==> src/rtl/tlb_mmu_pkg.sv <==
// Shared bus and TLB types for the address translation unit, plus segment decode.
package tlb_mmu_pkg;

  localparam logic [3:0] KSEG0_A = 4'h8;
  localparam logic [3:0] KSEG0_B = 4'h9;
  localparam logic [3:0] KSEG1_A = 4'ha;
  localparam logic [3:0] KSEG1_B = 4'hb;

  typedef struct packed {
    logic        valid;
    logic [31:0] addr;
  } ibus_req_t;

  typedef struct packed {
    logic        valid;
    logic [31:0] addr;
    logic [3:0]  strobe;
    logic [1:0]  size;
    logic [31:0] wdata;
  } dbus_req_t;

  typedef struct packed {
    logic [19:0] pfn;
    logic [2:0]  c;
    logic        d;
    logic        v;
  } tlb_half_t;

  typedef struct packed {
    logic [18:0] vpn2;
    logic [7:0]  asid;
    logic        g;
    tlb_half_t   p0;
    tlb_half_t   p1;
  } tlb_entry_t;

  typedef enum logic [1:0] {
    SEG_KSEG0,
    SEG_KSEG1,
    SEG_MAPPED
  } seg_t;

  function automatic seg_t seg_of(input logic [31:0] addr);
    case (addr[31:28])
      KSEG0_A, KSEG0_B: seg_of = SEG_KSEG0;
      KSEG1_A, KSEG1_B: seg_of = SEG_KSEG1;
      default:          seg_of = SEG_MAPPED;
    endcase
  endfunction

endpackage

==> src/rtl/tlb_match.sv <==
// Fully associative TLB compare; purely combinational, lowest matching index wins.
module tlb_match
  import tlb_mmu_pkg::*;
#(
  parameter int TLB_ENTRIES = 16,
  localparam int IDX_W = $clog2(TLB_ENTRIES)
) (
  input  tlb_entry_t       entries [TLB_ENTRIES],
  input  logic [18:0]      vpn2,
  input  logic [7:0]       asid,
  input  logic             odd,
  output logic             hit,
  output logic [IDX_W-1:0] index,
  output tlb_half_t        half
);

  // Walk from the top down so the last assignment is the lowest matching index.
  always_comb begin
    hit   = 1'b0;
    index = '0;
    half  = '0;
    for (int i = TLB_ENTRIES - 1; i >= 0; i--) begin
      if (entries[i].vpn2 == vpn2 && (entries[i].g || entries[i].asid == asid)) begin
        hit   = 1'b1;
        index = IDX_W'(i);
        half  = odd ? entries[i].p1 : entries[i].p0;
      end
    end
  end

endmodule

==> src/rtl/tlb_mmu.sv <==
// Virtual-to-physical translation for ibus/dbus with a software-managed TLB.
// Translation is combinational (no added latency, no backpressure); probe/read results register one cycle later.
module tlb_mmu
  import tlb_mmu_pkg::*;
#(
  parameter int TLB_ENTRIES = 16,
  parameter bit USE_TLB     = 1'b1,
  localparam int IDX_W      = $clog2(TLB_ENTRIES)
) (
  input  logic             clk,
  input  logic             reset,
  input  ibus_req_t        ireq,
  input  dbus_req_t        dreq,
  output ibus_req_t        t_ireq,
  output dbus_req_t        t_dreq,
  output logic             i_uncached,
  output logic             d_uncached,
  input  logic [7:0]       asid,
  input  logic             k0_uncached,
  output logic             i_refill,
  output logic             d_refill,
  output logic             i_invalid,
  output logic             d_invalid,
  output logic             d_modified,
  input  logic             tlb_we,
  input  logic             tlb_wr_random,
  input  logic [IDX_W-1:0] tlb_windex,
  input  tlb_entry_t       tlb_wentry,
  input  logic [IDX_W-1:0] tlb_rindex,
  output tlb_entry_t       tlb_rentry,
  input  logic [IDX_W-1:0] wired,
  output logic [IDX_W-1:0] random,
  input  logic             probe_req,
  input  logic [18:0]      probe_vpn2,
  input  logic [7:0]       probe_asid,
  output logic             probe_done,
  output logic             probe_hit,
  output logic [IDX_W-1:0] probe_index
);

  localparam logic [IDX_W-1:0] LAST = IDX_W'(TLB_ENTRIES - 1);

  tlb_entry_t       entries [TLB_ENTRIES];
  logic [IDX_W-1:0] random_next;
  logic [IDX_W:0]   wired_p1;

  logic             i_hit, d_hit, p_hit;
  logic [IDX_W-1:0] i_idx_unused, d_idx_unused, p_idx;
  tlb_half_t        i_half, d_half, p_half_unused;
  logic             i_dirty_unused;

  assign i_dirty_unused = i_half.d;

  tlb_match #(.TLB_ENTRIES(TLB_ENTRIES)) u_imatch (
    .entries(entries), .vpn2(ireq.addr[31:13]), .asid(asid), .odd(ireq.addr[12]),
    .hit(i_hit), .index(i_idx_unused), .half(i_half)
  );

  tlb_match #(.TLB_ENTRIES(TLB_ENTRIES)) u_dmatch (
    .entries(entries), .vpn2(dreq.addr[31:13]), .asid(asid), .odd(dreq.addr[12]),
    .hit(d_hit), .index(d_idx_unused), .half(d_half)
  );

  tlb_match #(.TLB_ENTRIES(TLB_ENTRIES)) u_pmatch (
    .entries(entries), .vpn2(probe_vpn2), .asid(probe_asid), .odd(1'b0),
    .hit(p_hit), .index(p_idx), .half(p_half_unused)
  );

  always_comb begin
    t_ireq     = ireq;
    i_uncached = 1'b0;
    i_refill   = 1'b0;
    i_invalid  = 1'b0;
    case (seg_of(ireq.addr))
      SEG_KSEG0: begin
        t_ireq.addr = {1'b0, ireq.addr[30:0]};
        i_uncached  = k0_uncached;
      end
      SEG_KSEG1: begin
        t_ireq.addr = {3'b000, ireq.addr[28:0]};
        i_uncached  = 1'b1;
      end
      default: begin
        if (USE_TLB) begin
          if (i_hit) begin
            t_ireq.addr = {i_half.pfn, ireq.addr[11:0]};
            i_uncached  = (i_half.c == 3'd2);
          end
          i_refill  = ireq.valid & ~i_hit;
          i_invalid = ireq.valid & i_hit & ~i_half.v;
        end
      end
    endcase
    if (i_refill || i_invalid) t_ireq.valid = 1'b0;
  end

  always_comb begin
    t_dreq     = dreq;
    d_uncached = 1'b0;
    d_refill   = 1'b0;
    d_invalid  = 1'b0;
    d_modified = 1'b0;
    case (seg_of(dreq.addr))
      SEG_KSEG0: begin
        t_dreq.addr = {1'b0, dreq.addr[30:0]};
        d_uncached  = k0_uncached;
      end
      SEG_KSEG1: begin
        t_dreq.addr = {3'b000, dreq.addr[28:0]};
        d_uncached  = 1'b1;
      end
      default: begin
        if (USE_TLB) begin
          if (d_hit) begin
            t_dreq.addr = {d_half.pfn, dreq.addr[11:0]};
            d_uncached  = (d_half.c == 3'd2);
          end
          d_refill   = dreq.valid & ~d_hit;
          d_invalid  = dreq.valid & d_hit & ~d_half.v;
          d_modified = dreq.valid & d_hit & d_half.v & ~d_half.d & (|dreq.strobe);
        end
      end
    endcase
    if (d_refill || d_invalid || d_modified) t_dreq.valid = 1'b0;
  end

  // Random stays within (wired, LAST]; it wraps to LAST instead of stepping down onto wired.
  assign wired_p1 = {1'b0, wired} + (IDX_W+1)'(1);

  always_comb begin
    random_next = random - IDX_W'(1);
    if (wired >= LAST || {1'b0, random} <= wired_p1) random_next = LAST;
  end

  always_ff @(posedge clk) begin
    if (reset) begin
      for (int i = 0; i < TLB_ENTRIES; i++) entries[i] <= '0;
      random      <= LAST;
      tlb_rentry  <= '0;
      probe_done  <= 1'b0;
      probe_hit   <= 1'b0;
      probe_index <= '0;
    end else begin
      if (tlb_we) entries[tlb_wr_random ? random : tlb_windex] <= tlb_wentry;
      random     <= random_next;
      tlb_rentry <= entries[tlb_rindex];
      probe_done <= probe_req;
      if (probe_req) begin
        probe_hit   <= p_hit;
        probe_index <= p_hit ? p_idx : '0;
      end
    end
  end

endmodule

==> config.mk <==
export PLATFORM = sky130hd
export DESIGN_NAME = tlb_mmu
export DESIGN_NICKNAME = d
export VERILOG_FILES = /design/src/rtl/tlb_mmu_pkg.sv /design/src/rtl/tlb_match.sv /design/src/rtl/tlb_mmu.sv
export SDC_FILE = /design/constraint.sdc
export NUM_CORES = 2
export LEC_CHECK = 0
export BUFFER_PORTS_ARGS = -buffer_cell sky130_fd_sc_hd__buf_4
export CAP_MARGIN = 20
export CELL_PAD_IN_SITES_DETAIL_PLACEMENT = 0
export CELL_PAD_IN_SITES_GLOBAL_PLACEMENT = 1
export CORE_MARGIN = 2
export CORE_UTILIZATION = 25
export CTS_BUF_LIST = sky130_fd_sc_hd__clkbuf_4 sky130_fd_sc_hd__clkbuf_8
export CTS_CLUSTER_DIAMETER = 150
export CTS_CLUSTER_SIZE = 25
export DETAILED_ROUTE_END_ITERATION = 10
export MAX_ROUTING_LAYER = met4
export PLACE_DENSITY = 0.54
export SYNTH_ARGS = -nofsm -noshare
export SYNTH_HDL_FRONTEND = slang
export SYNTH_SLANG_ARGS = --single-unit
==> constraint.sdc <==
create_clock -name clk -period 3.2 [get_ports clk]
set_clock_uncertainty 0.05 [all_clocks]
set_input_delay 0.16 -clock clk [delete_from_list [all_inputs] [get_ports clk]]
set_output_delay 0.16 -clock clk [all_outputs]
set_load 0.01 [all_outputs]
Word level (Yosys, flattened, before mapping)
Cells that the tools add are included.
W data, S select, Z words.
Word-level totals
  register bits after elaboration: 1336
  bits in latches: 0
  memory bits (writable): 0
  ROM bits: 0
  input port bits: 235
  output and inout port bits: 199
  word-level logic and storage cells: 554
  memories kept: 0
Operators by class
  $add $sub $neg: 2
  multiply operators: 0
  div/mod/pow operators: 0
  magnitude comparators: 5
  equality and inequality tests: 92
  shift operators: 0
  mux-type cells: 153
  bitwise operators: 16
  reduce and logical (&&, ||, !) cells: 95
Operators with widths (number)
  $mux W25: 64
  $bwmux W1248: 1
  $eq A19 B19 Y1: 48
  $bmux W78 S4: 1
  $demux W78 S4: 1
  $eq A8 B8 Y1: 32
  $mux W78: 3
  $pmux W32 S2: 2
  $mux W4: 18
  $mux W32: 2
  $mux W1: 57
  $logic_and A1 B1 Y1: 49
  $logic_or A1 B1 Y1: 36
  $eq A4 B4 Y1 const B: 8
  $reduce_or A2 Y1: 7
  $ge A5 B5 Y1 const B: 2
  $not A4 Y5: 2
  $and A1 B1 Y1: 9
  $pmux W2 S2: 2
  $eq A3 B2 Y1 const B: 2
  $add A4 B1 Y5 const B: 1
  $le A4 B5 Y1: 1
  $lt A5 B1 Y1 const B: 1
  $not A1 Y1: 5
  6 further kinds: 9

Longest topological paths before layout
  depth in word-level cells: 26
  depth in mapped cells: 14
  mapped depth without buffers: 10

By module
From an unflattened synthesis, not the netlist that was laid out.
Unflattened totals
  cells, all modules: 12282
  area total of the unflattened synthesis: 98393.1 um^2
By module, submodules not included
  tlb_mmu: times used 1, cells an instance 7134, area an instance 57396.3 um^2, sequential area each 26745.7 um^2
  tlb_match: times used 3, cells an instance 1716, area an instance 13665.6 um^2, sequential area each 0.0 um^2

Least setup slack after synthesis
OpenSTA, ideal clock, no wires.
  kind: in2out
  start point: in dreq[62] (netlist bit)
  end point: out t_dreq[58] (netlist bit)
  arrival time: 2.736 ns
  required time: 2.990 ns
  slack: 0.254 ns
  stages: 13
  buffers on the path: 3
  path through: buf_2 buf_2 xnor2_1 nand4_1 nor4_1 nand3_1 and2_1 clkbuf_1 a221oi_1 o21ai_0 a221oi_1 o21ai_0 o21ai_0
RTL lines
  start, declared: RTL line tlb_mmu.sv:13  | input dbus_req_t dreq,
  end, declared: RTL line tlb_mmu.sv:15  | output dbus_req_t t_dreq,

Worst setup path in the final report
  start point: reg entries[605] (netlist name)
  end point: out d_uncached
On the way
  cells in the longest elaborated chain, start to end: 14
  elaborated cells on any way between the ends: 23
  those cells by class: eq/ne (2); mux (20); reduce/logical (1)
RTL lines
  $eq A19 B19 Y1 (*): RTL line tlb_match.sv:23  | if (entries[i].vpn2 == vpn2 && (entries[i].g || entries[i].asid == asid)) begin
  $logic_and A1 B1 Y1 (*): RTL line tlb_match.sv:23
  $mux W25 (9 in a row): RTL line tlb_match.sv:23
  $eq A3 B2 Y1: RTL line tlb_mmu.sv:116  | d_uncached = (d_half.c == 3'd2);
  $mux W1 (*): RTL line tlb_mmu.sv:114  | if (d_hit) begin
  $pmux W1 S2 (*): RTL line tlb_mmu.sv:103  | case (seg_of(dreq.addr))
  end, declared: RTL line tlb_mmu.sv:17  | output logic d_uncached,
Mark *: on every way between the ends. The rest lies on a longest branch, timed or not.

==> flow_metrics.env <==
export IMPL_postSynthAreaPerCell_sq_um=8.22
export IMPL_fmax_mhz=204
export IMPL_tightest_slew_ps=947
export IMPL_fin_area_sq_mm=0.111
export IMPL_nFillCells=35000
export IMPL_finalWorstSetupSlack_ps=-1700
export IMPL_layout_worst_path_cycle_share=1.53
export IMPL_cap_viol_max_count=0
export IMPL_dpl_hpwl_mm=394
export IMPL_fin_cells=16000
export IMPL_gp_congestion=1.02
export IMPL_grtUsageTotal=0.309
export IMPL_criticalPathCategory="flip-flop to primary output"
export IMPL_antenna_found_initial=70
export IMPL_final_core_util=0.328
export IMPL_dp_cells=15700
export IMPL_timing_reg2reg_setup_slack_ps=50
export IMPL_worstHoldPathCells=4
export IMPL_root_buffer="clkbuf_8"
export IMPL_violations="negative setup slack"
export IMPL_hold_start="tlb_wentry[62]"
export IMPL_final_layout_size_suffix_gt1_frac=0.285
export IMPL_final_nets=11600
export IMPL_cts_tree="yes"
export IMPL_synth_cells=10300
export IMPL_core_area_sq_mm=0.337
export IMPL_clock_path_buffers=3
export IMPL_placed_cell_area_sq_mm=0.103
export IMPL_cp_required_ps=2990
export IMPL_yosys_most_used_dff="dfxtp_1"
export IMPL_path_clk_slew_ps=190
export IMPL_grt_pass1_wl_mm=720
export IMPL_die_width_microns=586
export IMPL_final_common_cell="nand2_1"
export IMPL_p_leak_nw=42.0
export IMPL_ys_async_sr_fraction=0
export IMPL_rr_worst_depth=13
export IMPL_drt_total_wl_mm=535
export IMPL_slew_violations=0
export IMPL_power_density_mw_per_mm2=291
export IMPL_area_delta_synth_final_pct=30.4
export IMPL_netlist_area_sq_mm=0.0848
export IMPL_setup_viol=49
export IMPL_cp_arrival_ps=4690
export IMPL_fin_hold_ws_ps=53.9
export IMPL_yosysSeqAreaShare=0.315
export IMPL_r2r_end="probe_index[0]$_SDFFE_PP0P_"
export IMPL_syn_nets=10600
export IMPL_synth_warnings=0
export IMPL_clock_latency_ps=990
export IMPL_hold_path_class="input port to flip-flop"
export IMPL_dieArea_sq_mm=0.344
export IMPL_die_height_microns=586
export IMPL_peakVddDrop_mv=0.400
export IMPL_min_period_ps=4900
export IMPL_first_iter_violations=13300
export IMPL_ys_seq_elements=1336
export IMPL_layout_common_cells="nand2_1, buf_4, a21oi_1, dfxtp_1, xor2_1"
export IMPL_ctsHtreeMaxLevel=3
export IMPL_worstReg2RegStart="entries[219]$_SDFFE_PP0P_"
export IMPL_grt_overflow=0
export IMPL_cts_num_sinks=1336
export IMPL_synth_edf_count=0
export IMPL_cp_max_fo=2
export IMPL_dr_pass1_iters=6
export IMPL_min_to="entries[452]$_SDFFE_PP0P_"
export IMPL_rsz0062_at_grt="yes"
export IMPL_vias_per_cell=5.54
export IMPL_finalPower_mw=32.2
export IMPL_portBuffers=317
export IMPL_drc=0
export IMPL_grt_max_degree=130
export IMPL_hold_violations=0
export IMPL_end_kind="primary output"
export IMPL_routedWlPerCell_microns=33.5
export IMPL_relSlewSlack=0.369
export IMPL_status="complete, but fails checks"
export IMPL_grt_pass1_vias=82100
export IMPL_ant_nets=0
export IMPL_start_util=0.252
export IMPL_io_pins=434
export IMPL_cp_start_kind="flip-flop"
export IMPL_rows=213
export IMPL_cts_buffers=66
export IMPL_yosysUniqueCellTypes=88
export IMPL_vias=88600
==> synthesized netlist by cell type (9+ instances only) <==
| cell | number | area share |
|---|---|---|
| a211o_1 | 31 | 0.0032 |
| a2111oi_0 | 24 | 0.0025 |
| a221o_1 | 31 | 0.0037 |
| o21ai_1 | 26 | 0.0015 |
| and2_1 | 9 | 0.00066 |
| buf_2 | 152 | 0.0090 |
| o221ai_1 | 38 | 0.0039 |
| nand2_1 | 2698 | 0.12 |
| a22oi_1 | 22 | 0.0019 |
| buf_4 | 81 | 0.0072 |
| o31ai_1 | 14 | 0.0012 |
| nor2_1 | 162 | 0.0072 |
| xnor2_1 | 320 | 0.033 |
| clkbuf_1 | 741 | 0.033 |
| a21oi_1 | 1386 | 0.082 |
| mux2i_1 | 539 | 0.064 |
| xor2_1 | 852 | 0.088 |
| nand4_1 | 89 | 0.0066 |
| a211oi_1 | 36 | 0.0032 |
| nor4_1 | 234 | 0.017 |
| nand3_1 | 86 | 0.0051 |
| inv_1 | 19 | 0.00084 |
| o21ai_0 | 126 | 0.0074 |
| nor3b_1 | 11 | 0.00097 |
| o22ai_1 | 38 | 0.0028 |
| a21o_1 | 10 | 0.00089 |
| a31oi_1 | 39 | 0.0029 |
| buf_1 | 108 | 0.0048 |
| or2_2 | 9 | 0.00066 |
| mux2_2 | 203 | 0.027 |
| nor3_1 | 61 | 0.0036 |
| a221oi_1 | 78 | 0.0081 |
| nand2b_1 | 17 | 0.0013 |
| a311oi_1 | 14 | 0.0014 |
| dfxtp_1 | 1336 | 0.32 |
| or3_1 | 9 | 0.00066 |
| mux4_2 | 390 | 0.10 |
| o211ai_1 | 15 | 0.0013 |
| nor3_2 | 9 | 0.0011 |
| and3_1 | 22 | 0.0016 |
| nor2b_1 | 115 | 0.0085 |
==> final cells by class <==
cell class                      instances  area [sq um]  share of cell area
Antenna cell                           52           130             0.00118
Tap cell                             4515          5650              0.0511
Multi-Input combinational cell       7864         56900               0.514
Clock inverter                          9           136             0.00123
Clock buffer                           76          1050             0.00946
Sequential cell                      1336         26900               0.244
Inverter                               20          75.1            0.000679
Timing Repair Buffer                 2107         19700               0.178
==> critical path, stage by stage, from the launching register on <==
cell,delay [ps]
dfxtp_1,360
xnor2_1,270
nand4_1,300
buf_4,230
nor2_1,110
and3_1,430
nand3_1,120
o31ai_1,590
buf_4,230
nor3_1,40
or3_1,490
o2111ai_4,120
nand2_2,100
buf_12,150
buf_6,120
==> through the flow <==
stage	TNS, ps	worst slack [ps]
final	-70490	-1700
after global placement	-56460	-1600
after floorplan	0	254
after CTS	-72790	-1640
after detailed placement	-53210	-1330
after global routing	-74910	-1710
==> state kept, by name (all words and copies together), names as in the netlist <==
register	count
tlb_rentry	78
probe_index	4
probe_done	1
entries	1248
random	4
probe_hit	1
==> cells by family (layout without fill, tap and decap cells) <==
group                      count (synthesis)  count (layout)  synth area share
and+or+nand+nor                         3565            3565             0.178
AOI/OAI and AO/OA                       1989            1989             0.135
DFF                                     1336            1336             0.315
xor gates and xnor gates                1172            1172             0.121
muxes                                   1132            1132             0.194
buffers and inverters                   1110            2212            0.0557
adders and majority gates                  6               6          0.000885
other                                      0              52                 0
==> layer usage <==
metal / share of wire / GRT usage / vias to the layer above
met5: 0 / - / -
met4: 0.044 / 0.116 / 0
met3: 0.11 / 0.0728 / 815
met2: 0.41 / 0.431 / 5358
met1: 0.44 / 0.428 / 44600
li1: - / - / 37800
==> where the power goes <==
| group | total (mW) | internal (mW) | switching [mW] |
|---|---|---|---|
| registers | 17.1 | 16.9 | 0.257 |
| logic | 6.26 | 2.26 | 3.99 |
| clock network | 8.80 | 2.28 | 6.52 |
| total | 32.2 | 21.4 | 10.8 |
==> timing repair <==
item,CTS,global route
cloned,3,0
gates resized for setup,572,291
buffers inserted,81,30
hold endpoints to repair,1276,0
endpoints found under the setup margin,51,52
pin swaps,218,140
hold buffers,96,0
==> worst max path at each step <==
| stage | start | end | slack, ps | cells past startpoint |
|---|---|---|---|---|
| finish | entries[605]$_SDFFE_PP0P_ | d_uncached | -1700 | 14 |
| CTS | entries[74]$_SDFFE_PP0P_ | t_dreq[70] | -1640 | 18 |
| global placement | dreq[60] | d_modified | -1600 | 17 |
| global route | entries[153]$_SDFFE_PP0P_ | d_uncached | -1710 | 17 |
| detailed placement | dreq[52] | t_dreq[65] | -1330 | 16 |
| floorplan | dreq[62] | t_dreq[58] | 250 | 13 |
(Power assumes the default switching activity.)
